### src/rtl/pal_video_timing.sv
// pal_video_timing
// 15 kHz PAL raster generator. Produces the horizontal/vertical counters for
// the pixel generator, merges pixel colour with border and blanking, and
// drives active-low syncs plus frame/line interrupt pulses. Everything runs
// on clkvideo with a synchronous active-high reset.
//
// Build option: define PAL_VIDEO_TIMING_LINE_INT_EN to build the line
// interrupt comparator and its pulse counter. Without it line_int_n is tied
// high and lineint_value is ignored.
module pal_video_timing #(
    parameter int HTOTAL       = 768,
    parameter int HACTIVE      = 512,
    parameter int HBLANK_START = 640,
    parameter int HBLANK_END   = 704,
    parameter int HSYNC_START  = 656,
    parameter int HSYNC_LEN    = 56,
    parameter int VTOTAL       = 312,
    parameter int VACTIVE      = 192,
    parameter int VBLANK_START = 240,
    parameter int VBLANK_END   = 264,
    parameter int VSYNC_START  = 244,
    parameter int VSYNC_LEN    = 4,
    parameter int INT_LEN      = 384
) (
    input  logic       clkvideo,
    input  logic       rst,
    input  logic [2:0] ri,
    input  logic [2:0] gi,
    input  logic [2:0] bi,
    input  logic [8:0] border,
    input  logic [7:0] lineint_value,
    output logic [9:0] hc,
    output logic [8:0] vc,
    output logic       display,
    output logic [2:0] ro,
    output logic [2:0] go,
    output logic [2:0] bo,
    output logic       hsync_ext_n,
    output logic       vsync_ext_n,
    output logic       frame_int_n,
    output logic       line_int_n
);

    // Colour triple, laid out to match the packed {r,g,b} border input.
    typedef struct packed {
        logic [2:0] r;
        logic [2:0] g;
        logic [2:0] b;
    } rgb_t;

    // Screen region of the current raster position.
    typedef enum logic [1:0] {
        REGION_ACTIVE,
        REGION_BORDER,
        REGION_BLANK
    } region_t;

    // Counter-width copies of the timing parameters so every compare is
    // between equally sized operands.
    localparam logic [9:0] H_LAST        = 10'(HTOTAL - 1);
    localparam logic [9:0] H_ACTIVE      = 10'(HACTIVE);
    localparam logic [9:0] H_BLANK_START = 10'(HBLANK_START);
    localparam logic [9:0] H_BLANK_END   = 10'(HBLANK_END);
    localparam logic [9:0] H_SYNC_START  = 10'(HSYNC_START);
    localparam logic [9:0] H_SYNC_END    = 10'(HSYNC_START + HSYNC_LEN);
    localparam logic [8:0] V_LAST        = 9'(VTOTAL - 1);
    localparam logic [8:0] V_ACTIVE      = 9'(VACTIVE);
    localparam logic [8:0] V_BLANK_START = 9'(VBLANK_START);
    localparam logic [8:0] V_BLANK_END   = 9'(VBLANK_END);
    localparam logic [8:0] V_SYNC_START  = 9'(VSYNC_START);
    localparam logic [8:0] V_SYNC_END    = 9'(VSYNC_START + VSYNC_LEN);
    localparam logic [9:0] INT_LOAD      = 10'(INT_LEN);

    logic       h_last;
    logic       v_last;
    logic       h_blank;
    logic       v_blank;
    logic       hsync_on;
    logic       vsync_on;
    logic       frame_trig;
    region_t    region;
    rgb_t       pixel_rgb;
    rgb_t       border_rgb;
    rgb_t       rgb_next;
    logic [9:0] frame_cnt;
    logic [9:0] frame_cnt_next;

    // Interrupt pulse counter step: a trigger (re)loads the full width,
    // otherwise count down and rest at zero.
    function automatic logic [9:0] pulse_next(input logic       trig,
                                              input logic [9:0] cnt);
        if (trig) begin
            return INT_LOAD;
        end else if (cnt != 10'd0) begin
            return cnt - 10'd1;
        end else begin
            return 10'd0;
        end
    endfunction

    // Position decode on the current (zero-latency) counters.
    assign h_last     = (hc == H_LAST);
    assign v_last     = (vc == V_LAST);
    assign display    = (hc < H_ACTIVE) && (vc < V_ACTIVE);
    assign h_blank    = (hc >= H_BLANK_START) && (hc < H_BLANK_END);
    assign v_blank    = (vc >= V_BLANK_START) && (vc < V_BLANK_END);
    assign hsync_on   = (hc >= H_SYNC_START) && (hc < H_SYNC_END);
    assign vsync_on   = (vc >= V_SYNC_START) && (vc < V_SYNC_END);
    assign frame_trig = (vc == V_SYNC_START) && (hc == 10'd0);

    assign pixel_rgb  = '{r: ri, g: gi, b: bi};
    assign border_rgb = rgb_t'(border);

    // Raster counters: hc every cycle, vc on each hc wrap.
    always_ff @(posedge clkvideo) begin
        // NOTE: sequential state uses non-blocking assignment so every flop
        // samples pre-edge values regardless of statement order.
        if (rst) begin
            hc <= 10'd0;
            vc <= 9'd0;
        end else if (h_last) begin
            hc <= 10'd0;
            vc <= v_last ? 9'd0 : vc + 9'd1;
        end else begin
            hc <= hc + 10'd1;
        end
    end

    // Classify the current position; blanking overrides active and border.
    always_comb begin
        // NOTE: assigning a default before any branch keeps this block purely
        // combinational; a missed path would otherwise infer a latch.
        region = REGION_BORDER;
        if (h_blank || v_blank) begin
            region = REGION_BLANK;
        end else if (display) begin
            region = REGION_ACTIVE;
        end
    end

    // Colour selected by region, registered below.
    always_comb begin
        rgb_next = '0;
        case (region)
            REGION_ACTIVE: rgb_next = pixel_rgb;
            REGION_BORDER: rgb_next = border_rgb;
            default:       rgb_next = '0;
        endcase
    end

    // Next value of the frame interrupt pulse counter.
    always_comb begin
        frame_cnt_next = pulse_next(frame_trig, frame_cnt);
    end

    // Registered colour, syncs and frame interrupt: one cycle behind hc/vc.
    always_ff @(posedge clkvideo) begin
        if (rst) begin
            ro          <= 3'd0;
            go          <= 3'd0;
            bo          <= 3'd0;
            hsync_ext_n <= 1'b1;
            vsync_ext_n <= 1'b1;
            frame_cnt   <= 10'd0;
            frame_int_n <= 1'b1;
        end else begin
            ro          <= rgb_next.r;
            go          <= rgb_next.g;
            bo          <= rgb_next.b;
            hsync_ext_n <= ~hsync_on;
            // vc only moves on an hc wrap, so vsync is line aligned.
            vsync_ext_n <= ~vsync_on;
            frame_cnt   <= frame_cnt_next;
            frame_int_n <= (frame_cnt_next == 10'd0);
        end
    end

`ifdef PAL_VIDEO_TIMING_LINE_INT_EN
    logic [8:0] line_target;
    logic       line_valid;
    logic       line_trig;
    logic [9:0] line_cnt;
    logic [9:0] line_cnt_next;

    // Line numbers at or beyond the active area never fire (e.g. 0xFF).
    assign line_target = {1'b0, lineint_value};
    assign line_valid  = (line_target < V_ACTIVE);
    assign line_trig   = line_valid && (hc == H_ACTIVE) && (vc == line_target);

    // Next value of the line interrupt pulse counter.
    always_comb begin
        line_cnt_next = pulse_next(line_trig, line_cnt);
    end

    // Line interrupt pulse, independent of the frame interrupt.
    always_ff @(posedge clkvideo) begin
        if (rst) begin
            line_cnt   <= 10'd0;
            line_int_n <= 1'b1;
        end else begin
            line_cnt   <= line_cnt_next;
            line_int_n <= (line_cnt_next == 10'd0);
        end
    end
`else
    // Line interrupt not built: input is deliberately left unused.
    logic lineint_unused;
    assign lineint_unused = ^lineint_value;
    assign line_int_n     = 1'b1;
`endif

endmodule

### config.mk
export PLATFORM = sky130hd
export DESIGN_NAME = pal_video_timing
export DESIGN_NICKNAME = d
export VERILOG_FILES = /design/src/rtl/pal_video_timing.sv
export SDC_FILE = /design/constraint.sdc
export NUM_CORES = 1
export LEC_CHECK = 0
export ABC_AREA = 1
export CELL_PAD_IN_SITES_DETAIL_PLACEMENT = 1
export CELL_PAD_IN_SITES_GLOBAL_PLACEMENT = 1
export CORE_ASPECT_RATIO = 1.75
export CORE_MARGIN = 2
export CORE_UTILIZATION = 35
export CTS_CLUSTER_SIZE = 30
export DETAILED_ROUTE_END_ITERATION = 10
export PLACE_DENSITY = 0.82
export SLEW_MARGIN = 20
export SYNTH_ARGS = -nofsm -noshare
export SYNTH_HDL_FRONTEND = slang
export SYNTH_SLANG_ARGS = --single-unit
### constraint.sdc
create_clock -name clkvideo -period 3.1 [get_ports clkvideo]
set_input_delay 0.62 -clock clkvideo [delete_from_list [all_inputs] [get_ports clkvideo]]
set_output_delay 0.62 -clock clkvideo [all_outputs]
set_load 0.05 [all_outputs]
# [Yosys cells after proc, flatten, opt, wreduce, memory -nomap -nowiden]
# Index checks and enable logic that the tools add are counted.
[op_classes] n_bitwise=2 n_reduce_logical=12 n_addsub=3 mux=6 n_eq_ne=4 magnitude_cmp=10
[op_table] op="$lt 10x10->1 const B" count=3
[op_table] op="$ge 10x10->1 const B" count=2
[op_table] op="$logic_not 10->1" count=2
[op_table] op="$mux 10" count=2
[op_table] op="$ge 9x8->1 const B" count=2
[op_table] op="$lt 9x8->1 const B" count=2
[op_table] op="$pmux 9 s2" count=1
[op_table] op="$add 10x1->10 const B" count=1
[op_table] op="$eq 10x10->1 const B" count=1
[op_table] op="$reduce_bool 10->1" count=1
[op_table] op="$sub 10x1->10 const B" count=1
[op_table] op="$add 9x1->9 const B" count=1
[op_table] op="$eq 9x8->1 const B" count=1
[op_table] op="$eq 9x9->1 const B" count=1
[op_table] op="$lt 9x9->1 const B" count=1
[op_table] op="$mux 9" count=1
[op_table] op="$logic_and 1x1->1" count=6
[op_table] op="$eq 2x1->1 const B" count=1
[op_table] op="$logic_not 2->1" count=1
[op_table] op="$mux 2" count=1
[op_table] op="$not 1->1" count=2
[op_table] op="$reduce_or 2->1" count=1
[op_table] op="$logic_or 1x1->1" count=1
[op_table] op="$mux 1" count=1
[word_totals] input_bits=28 out_inout_bits=33 elab_cells=46 reg_bits=41

# [Longest topological paths before layout]
# Gate-level depths: netlist of run 1.
[logic_depth] depth_word=6 mapped_depth=12

# [Worst setup path before layout of run 1]
# Ideal clock, no wire load.
[synth_timing] path_type="reg-to-output" start="reg vc[7]" end="out display" path_stages_with_launch=4 required_ns=2.480 path_buffers=0 slack_ns=0.844 arrival_time_ns=1.636 path_cell_list="dfxtp_1 nand2_1 nand2_1 clkinv_1"
[synth_via] elab_chain_cells=2
[synth_rtl] item="start, declared" line_no="33" text="output logic [8:0] vc,"
[synth_rtl] item="start signal, assigned" line_no="123" text="vc <= v_last ? 9'd0 : vc + 9'd1;"
[synth_rtl] item="$lt 9x8->1" line_no="104" text="assign display = (hc < H_ACTIVE) && (vc < V_ACTIVE);"
[synth_rtl] item="$logic_and 1x1->1" line_no="104"
[synth_rtl] item="end, declared" line_no="34" text="output logic display,"
# Every way passes these cells.

# [Final worst setup path of run 1]
[layout_timing] start="reg vc[6]" end="out display"
# Same word-level chain as after synthesis.

==> results of run 1 <==
==> synthesized netlist by cell type, types with 2 or more instances <==
cell type   n
nand2_1    61
clkinv_1    2
nand4_1     9
inv_1      33
nand2_4     2
dfxtp_1    41
nor3_2      2
o21a_1      2
xor2_1      3
clkbuf_1    2
nor3_1     12
nor2_1     38
xnor2_1     2
nand3_1    32
inv_2       5
ha_1        4
nor2_2      3
o21ai_0     8
a21oi_1    25
==> worst max path at each step <==
stage	from	endpoint	slack (ns)	depth (start not counted)
6_report	vc[6]$_SDFFE_PP0P_	display	0.42	4
5_1_grt	vc[7]$_SDFFE_PP0P_	display	0.29	4
4_1_cts	vc[7]$_SDFFE_PP0P_	display	0.41	4
3_5_place_dp	vc[6]$_SDFFE_PP0P_	display	0.75	4
3_3_place_gp	vc[7]$_SDFFE_PP0P_	display	0.76	4
2_1_floorplan	vc[7]$_SDFFE_PP0P_	display	0.84	3
==> cell families after synthesis <==
group | synth area share
flops | 0.3971
other cells | 0.001814
compound gates | 0.09807
simple gates | 0.3723
buf+inv | 0.08536
xor+xnor | 0.02119
fa+ha+maj | 0.02421
==> cell usage in the layout (no fill, tap or decap), types with 2 or more instances in the layout <==
master,netlist,routed
a21oi_1,25,25
xnor2_1,2,2
clkbuf_8,0,6
nor3_1,12,12
clkdlybuf4s50_1,0,51
xor2_1,3,3
ha_1,4,4
nand4_1,9,9
buf_4,1,2
nor2_1,38,38
nand2_4,2,2
nor2_2,3,3
o21ai_0,8,8
clkinv_1,2,2
inv_2,5,5
inv_1,33,33
o21a_1,2,2
nand2_1,61,61
dfxtp_1,41,41
nand3_1,32,32
nor3_2,2,2
==> flip-flops by register name, summed over array words and instances, names as in the netlist <==
| name | cells |
|---|---|
| frame_cnt | 10 |
| hc | 10 |
| vc | 9 |
| bo | 3 |
| go | 3 |
| ro | 3 |
| frame_int_n | 1 |
| hsync_ext_n | 1 |
| vsync_ext_n | 1 |
==> stage by stage <==
stage	hold slack (ns)	instance area, µm²	total power [mW]	std cells	util
2_1_floorplan	0.5642	2067	1.136	298	-
3_3_place_gp	0.4866	2670	1.284	425	0.4614
3_5_place_dp	0.5045	2670	1.314	425	0.4614
4_1_cts	0.5270	2786	1.763	433	0.4815
5_1_grt	0.5414	2786	1.903	433	0.4815
6_report	0.5204	2786	1.757	433	0.4815
==> power breakdown <==
part / leakage, nW / switching, mW / internal [mW]
Combinational: 0.795 / 0.419 / 0.240
Sequential: 0.336 / 0.0553 / 0.591
Clock: 0.0585 / 0.189 / 0.263
==> metal layers <==
layer / vias up / GRT usage / routed length, µm
met3: 12 / 0.02331 / 136
met1: 1031 / 0.2121 / 2168
met5: - / 0 / 0
li1: 1079 / - / -
met2: 28 / 0.3750 / 3470
met4: 0 / 0.08663 / 153
==> final cells by class <==
cell class | count | area (µm²)
clock buffer | 7 | 86.33
clock inverter | 1 | 30.03
fill | 761 | 3000
inverter | 41 | 156.4
multi-input combinational | 212 | 1070
sequential | 41 | 820.8
tap | 78 | 97.59
timing repair buffer | 53 | 525.5
==> flow_summary.json, run 1 <==
{
  "viasPerCell": 4.965,
  "syn_area_um2": 2067,
  "start_util": 0.3572,
  "outcome": "finished clean",
  "fmax_ghz": 0.3730,
  "drc": 0,
  "diodes": 0,
  "drt-total-wl_mm": 5.929,
  "ctsResizeCount": 0,
  "fin_skew_ns": 0.006351,
  "path_max_fanout": 10,
  "worst_slack_ns": 0.4190,
  "io_buffers": 51,
  "ys_seq_area_frac": 0.3971,
  "htree_levels": 2,
  "rrSetupSlack_ns": 1.22,
  "worstHoldStart": "hc[0]$_SDFF_PP0_",
  "coreArea_um2": 5787,
  "synthDistinctLibCells": 31,
  "worstRegToRegCells": 10,
  "synth_top_area_share": 0.3971,
  "io_pins": 61,
  "drtAntennaViolNets": 0,
  "synthTopCellsByArea": "dfxtp_1 40%, nand2_1 11%, nand3_1 7.7%",
  "critPathBufInv": 2,
  "syn2layout_area_growth_pct": 34.81,
  "path_clk_slew_ns": 0.08,
  "place_hpwl_mm": 4.661,
  "ys.flop_type": "dfxtp_1",
  "worstSetupPathType": "reg2out",
  "rsz0062_at_grt": "false",
  "max-slew-margin-rel": 0.6484,
  "drtPass1Iterations": 4,
  "timing.rr.start": "frame_cnt[0]$_SDFF_PP0_",
  "cp_cell_sequence": "nand2_1 > nand2_1 > clkinv_1 > clkdlybuf4s50_1",
  "yosysTopAreaCell": "dfxtp_1",
  "cpMostUsedCell": "nand2_1",
  "root_buffer": "clkbuf_8",
  "finalCritPeriodShare": 0.8648,
  "fp.dieH_um": 105.7,
  "numCtsBuffers": 5,
  "cts_tree": "done",
  "holdBufCountCts": 0,
  "cts.sinks": 41,
  "routabilityCongestion": 0.8296,
  "slowest_stage": "clkdlybuf4s50_1",
  "drive_above_1_share": 0.07887,
  "ys_warn_count": 0,
  "hold_class": "reg2reg",
  "vias": 2150,
  "crit_required_ns": 2.48,
  "path_delay_family": "buffers and inverters",
  "critPathCaptureType": "primary output",
  "wl_per_cell_um": 13.69,
  "start_kind": "flop",
  "clockBufferDepth": 2,
  "ys_ff_latch": 41,
  "leakagePower_nw": 1.189,
  "tns_ns": 0,
  "grt.total_usage": 0.2027,
  "antenna_found_initial": 0,
  "postCtsSetupRepairBufs": 0,
  "grt_pass1_wl_mm": 10.10,
  "dieArea_um2": 6560,
  "worstPathArrival_ns": 2.06,
  "num_rows": 37,
  "insertion_delay_ns": 0.30,
  "ir_drop_v": 0.0003698,
  "r2r-end": "frame_int_n$_SDFF_PP1_",
  "globalRouteOverflowTotal": 0,
  "max_slew.worst_pin.slew_ns": 0.5257,
  "p_per_area_nw_per_um2": 630.4,
  "async_flop_share": 0,
  "grt_max_degree": 21,
  "hold_path_end": "hc[0]$_SDFF_PP0_",
  "nets": 386,
  "synthCells": 298,
  "drv_slew": 0,
  "cpPeakStageDelay_ns": 0.72,
  "hold_depth": 1,
  "syn_area_per_cell_um2": 6.936,
  "synth_edf_count": 0,
  "setup_viol": 0,
  "syn-num-nets": 330,
  "pre_cts_ws_ns": 0.7454,
  "die_x_um": 62.09,
  "dr.first_iter.drc_count": 39,
  "hold_viol_final": 0,
  "grt_pass1_vias": 2149,
  "maxCapViolations": 0,
  "fin_crit_ns": 2.681
}
Power figures use the tool's default switching activity.
==> run 2, diff against run 1 <==
--- a/config.mk
+++ b/config.mk
@@ -10,10 +10,10 @@
 export CELL_PAD_IN_SITES_GLOBAL_PLACEMENT = 1
 export CORE_ASPECT_RATIO = 1.75
 export CORE_MARGIN = 2
-export CORE_UTILIZATION = 35
+export CORE_UTILIZATION = 30
 export CTS_CLUSTER_SIZE = 30
 export DETAILED_ROUTE_END_ITERATION = 10
-export PLACE_DENSITY = 0.82
+export PLACE_DENSITY = 0.72
 export SLEW_MARGIN = 20
 export SYNTH_ARGS = -nofsm -noshare
 export SYNTH_HDL_FRONTEND = slang
==> run 2 against run 1 <==
Combinational power down 1%. Via count down 2.4%. Clock power up 36%. Count of clock-buffer cells in the layout down 1. Flip-flop and latch count unchanged. Clock skew about the same. Non-clock buffer count up 1. Sequential share of layout area down 0.77 points. Setup slack better by 0.095 ns. Maximum frequency up 3.7%. Die area up 16%. Critical endpoint unchanged. Largest power group unchanged. Highest routed layer unchanged.
==> flow_summary.json, run 2 (synthesized netlist as in run 1, its figures left out) <==
{
  "outcome": "finished clean",
  "drive_above_1_share": 0.08427,
  "rsz0062_at_grt": "false",
  "drv_slew": 0,
  "start_kind": "flop",
  "dr.first_iter.drc_count": 38,
  "coreArea_um2": 6756,
  "rrSetupSlack_ns": 1.20,
  "routabilityCongestion": 0.7987,
  "fmax_ghz": 0.3866,
  "root_buffer": "clkbuf_16",
  "antenna_found_initial": 0,
  "globalRouteOverflowTotal": 0,
  "hold_class": "reg2reg",
  "p_per_area_nw_per_um2": 669.4,
  "clkPwrFrac": 0.321,
  "hold_depth": 1,
  "max_slew.worst_pin.slew_ns": 0.5278,
  "setup_viol": 0,
  "crit_required_ns": 2.48,
  "cpMostUsedCell": "nand2_1",
  "diodes": 0,
  "fin_skew_ns": 0.006691,
  "drt-total-wl_mm": 6.118,
  "fp.dieH_um": 113.8,
  "cts.sinks": 41,
  "largestRegisters": "frame_cnt (10), hc (10), vc (9)",
  "path_clk_slew_ns": 0.06,
  "holdBufCountCts": 0,
  "hold_path_end": "hc[0]$_SDFF_PP0_",
  "htree_levels": 2,
  "ctsResizeCount": 0,
  "num_rows": 40,
  "combinationalPowerShare": 0.340,
  "io_pins": 61,
  "placed_area_um2": 2685,
  "cp_cell_sequence": "nand2_1 > nand2_1 > buf_4 > clkinv_1 > clkdlybuf4s50_1",
  "vias": 2098,
  "slowest_stage": "clkdlybuf4s50_1",
  "drc": 0,
  "hold_viol_final": 0,
  "max-slew-margin-rel": 0.6471,
  "syn2layout_area_growth_pct": 38.44,
  "viasPerCell": 4.768,
  "fillers": 864,
  "timing.rr.start": "hc[0]$_SDFF_PP0_",
  "worstPathArrival_ns": 1.97,
  "finalCritPeriodShare": 0.8344,
  "die_x_um": 66.75,
  "r2r-end": "vc[5]$_SDFFE_PP0P_",
  "dieArea_um2": 7596,
  "grt.total_usage": 0.1755,
  "switching_power_mw": 0.6824,
  "leakagePower_nw": 1.219,
  "grt_max_degree": 21,
  "worstSetupPathType": "reg2out",
  "worstRegToRegCells": 10,
  "multiInputGateArea_um2": 1070,
  "worstHoldStart": "hc[0]$_SDFF_PP0_",
  "fin_crit_ns": 2.587,
  "ir_drop_v": 0.0003840,
  "nets": 387,
  "holdWs_ns": 0.5200,
  "insertion_delay_ns": 0.29,
  "drtPass1Iterations": 4,
  "swShare": 0.3563,
  "numCtsBuffers": 5,
  "pwr-share-seq": 0.339,
  "final_core_util": 0.4235,
  "p_int_mw": 1.233,
  "grt_pass1_wl_mm": 10.17,
  "cts_tree": "done",
  "start_util": 0.3059,
  "place_hpwl_mm": 4.864,
  "layout_common_cells": "61 x nand2_1, 51 x clkdlybuf4s50_1, 41 x dfxtp_1, 38 x nor2_1, 33 x inv_1",
  "cpPeakStageDelay_ns": 0.71,
  "critPathCaptureType": "primary output",
  "wl_per_cell_um": 13.90,
  "regArea_um2": 820.8,
  "path_max_fanout": 10,
  "grt_pass1_vias": 2176,
  "layout_commonest_cell": "nand2_1",
  "maxCapViolations": 0,
  "io_buffers": 51,
  "clockBufferDepth": 2,
  "drtAntennaViolNets": 0,
  "postCtsSetupRepairBufs": 0,
  "final_area_um2": 2861,
  "tns_ns": 0
}
==> run 2: worst max-delay path, delay by kind of cell (launching register included) <==
family	cells	cell delay (ns)
AND/OR/NAND/NOR	2	0.26
flip-flops	1	0.45
buffers and inverters	3	0.98
==> run 2: routing by layer <==
| layer | vias to the layer above | track usage | wire (µm) |
|---|---|---|---|
| li1 | 1081 | - | - |
| met5 | - | 0 | 0 |
| met3 | 13 | 0.03254 | 151 |
| met2 | 27 | 0.3447 | 3600 |
| met1 | 977 | 0.1729 | 2220 |
| met4 | 0 | 0.06531 | 145 |
==> run 2: power groups by stage <==
stage          combinational, mW  clock [mW]  sequential (mW)
2_1_floorplan              0.451           0            0.685
3_3_place_gp               0.638           0            0.659
3_5_place_dp               0.656           0            0.662
4_1_cts                    0.662       0.632            0.651
5_1_grt                    0.744       0.662            0.661
6_report                   0.650       0.616            0.649
==> run 2: area by class of cell <==
class	count	share of cell area
clock inverters	2	0.01312
flip-flops and latches	41	0.2868
inverters	41	0.05466
clock buffers	6	0.04854
well taps	84	0.03673
multi-input cells	212	0.3739
repair buffers	54	0.1863
==> run 2: how the worst max path moves through the flow <==
| stage | startpoint | to | slack [ns] | depth (start not counted) |
|---|---|---|---|---|
| 2_1_floorplan | vc[7]$_SDFFE_PP0P_ | display | 0.84 | 3 |
| 3_3_place_gp | vc[7]$_SDFFE_PP0P_ | display | 0.83 | 5 |
| 3_5_place_dp | vc[6]$_SDFFE_PP0P_ | display | 0.82 | 5 |
| 4_1_cts | vc[7]$_SDFFE_PP0P_ | display | 0.50 | 5 |
| 5_1_grt | vc[7]$_SDFFE_PP0P_ | display | 0.44 | 5 |
| 6_report | vc[7]$_SDFFE_PP0P_ | display | 0.51 | 5 |
==> run 2: stage by stage <==
stage | power, mW | setup slack, ns | std cells
after floorplan | 1.136 | 0.8440 | 298
after global placement | 1.296 | 0.8346 | 432
after detailed placement | 1.319 | 0.8188 | 432
after CTS | 1.946 | 0.4962 | 440
after global routing | 2.066 | 0.4410 | 440
final | 1.916 | 0.5135 | 440
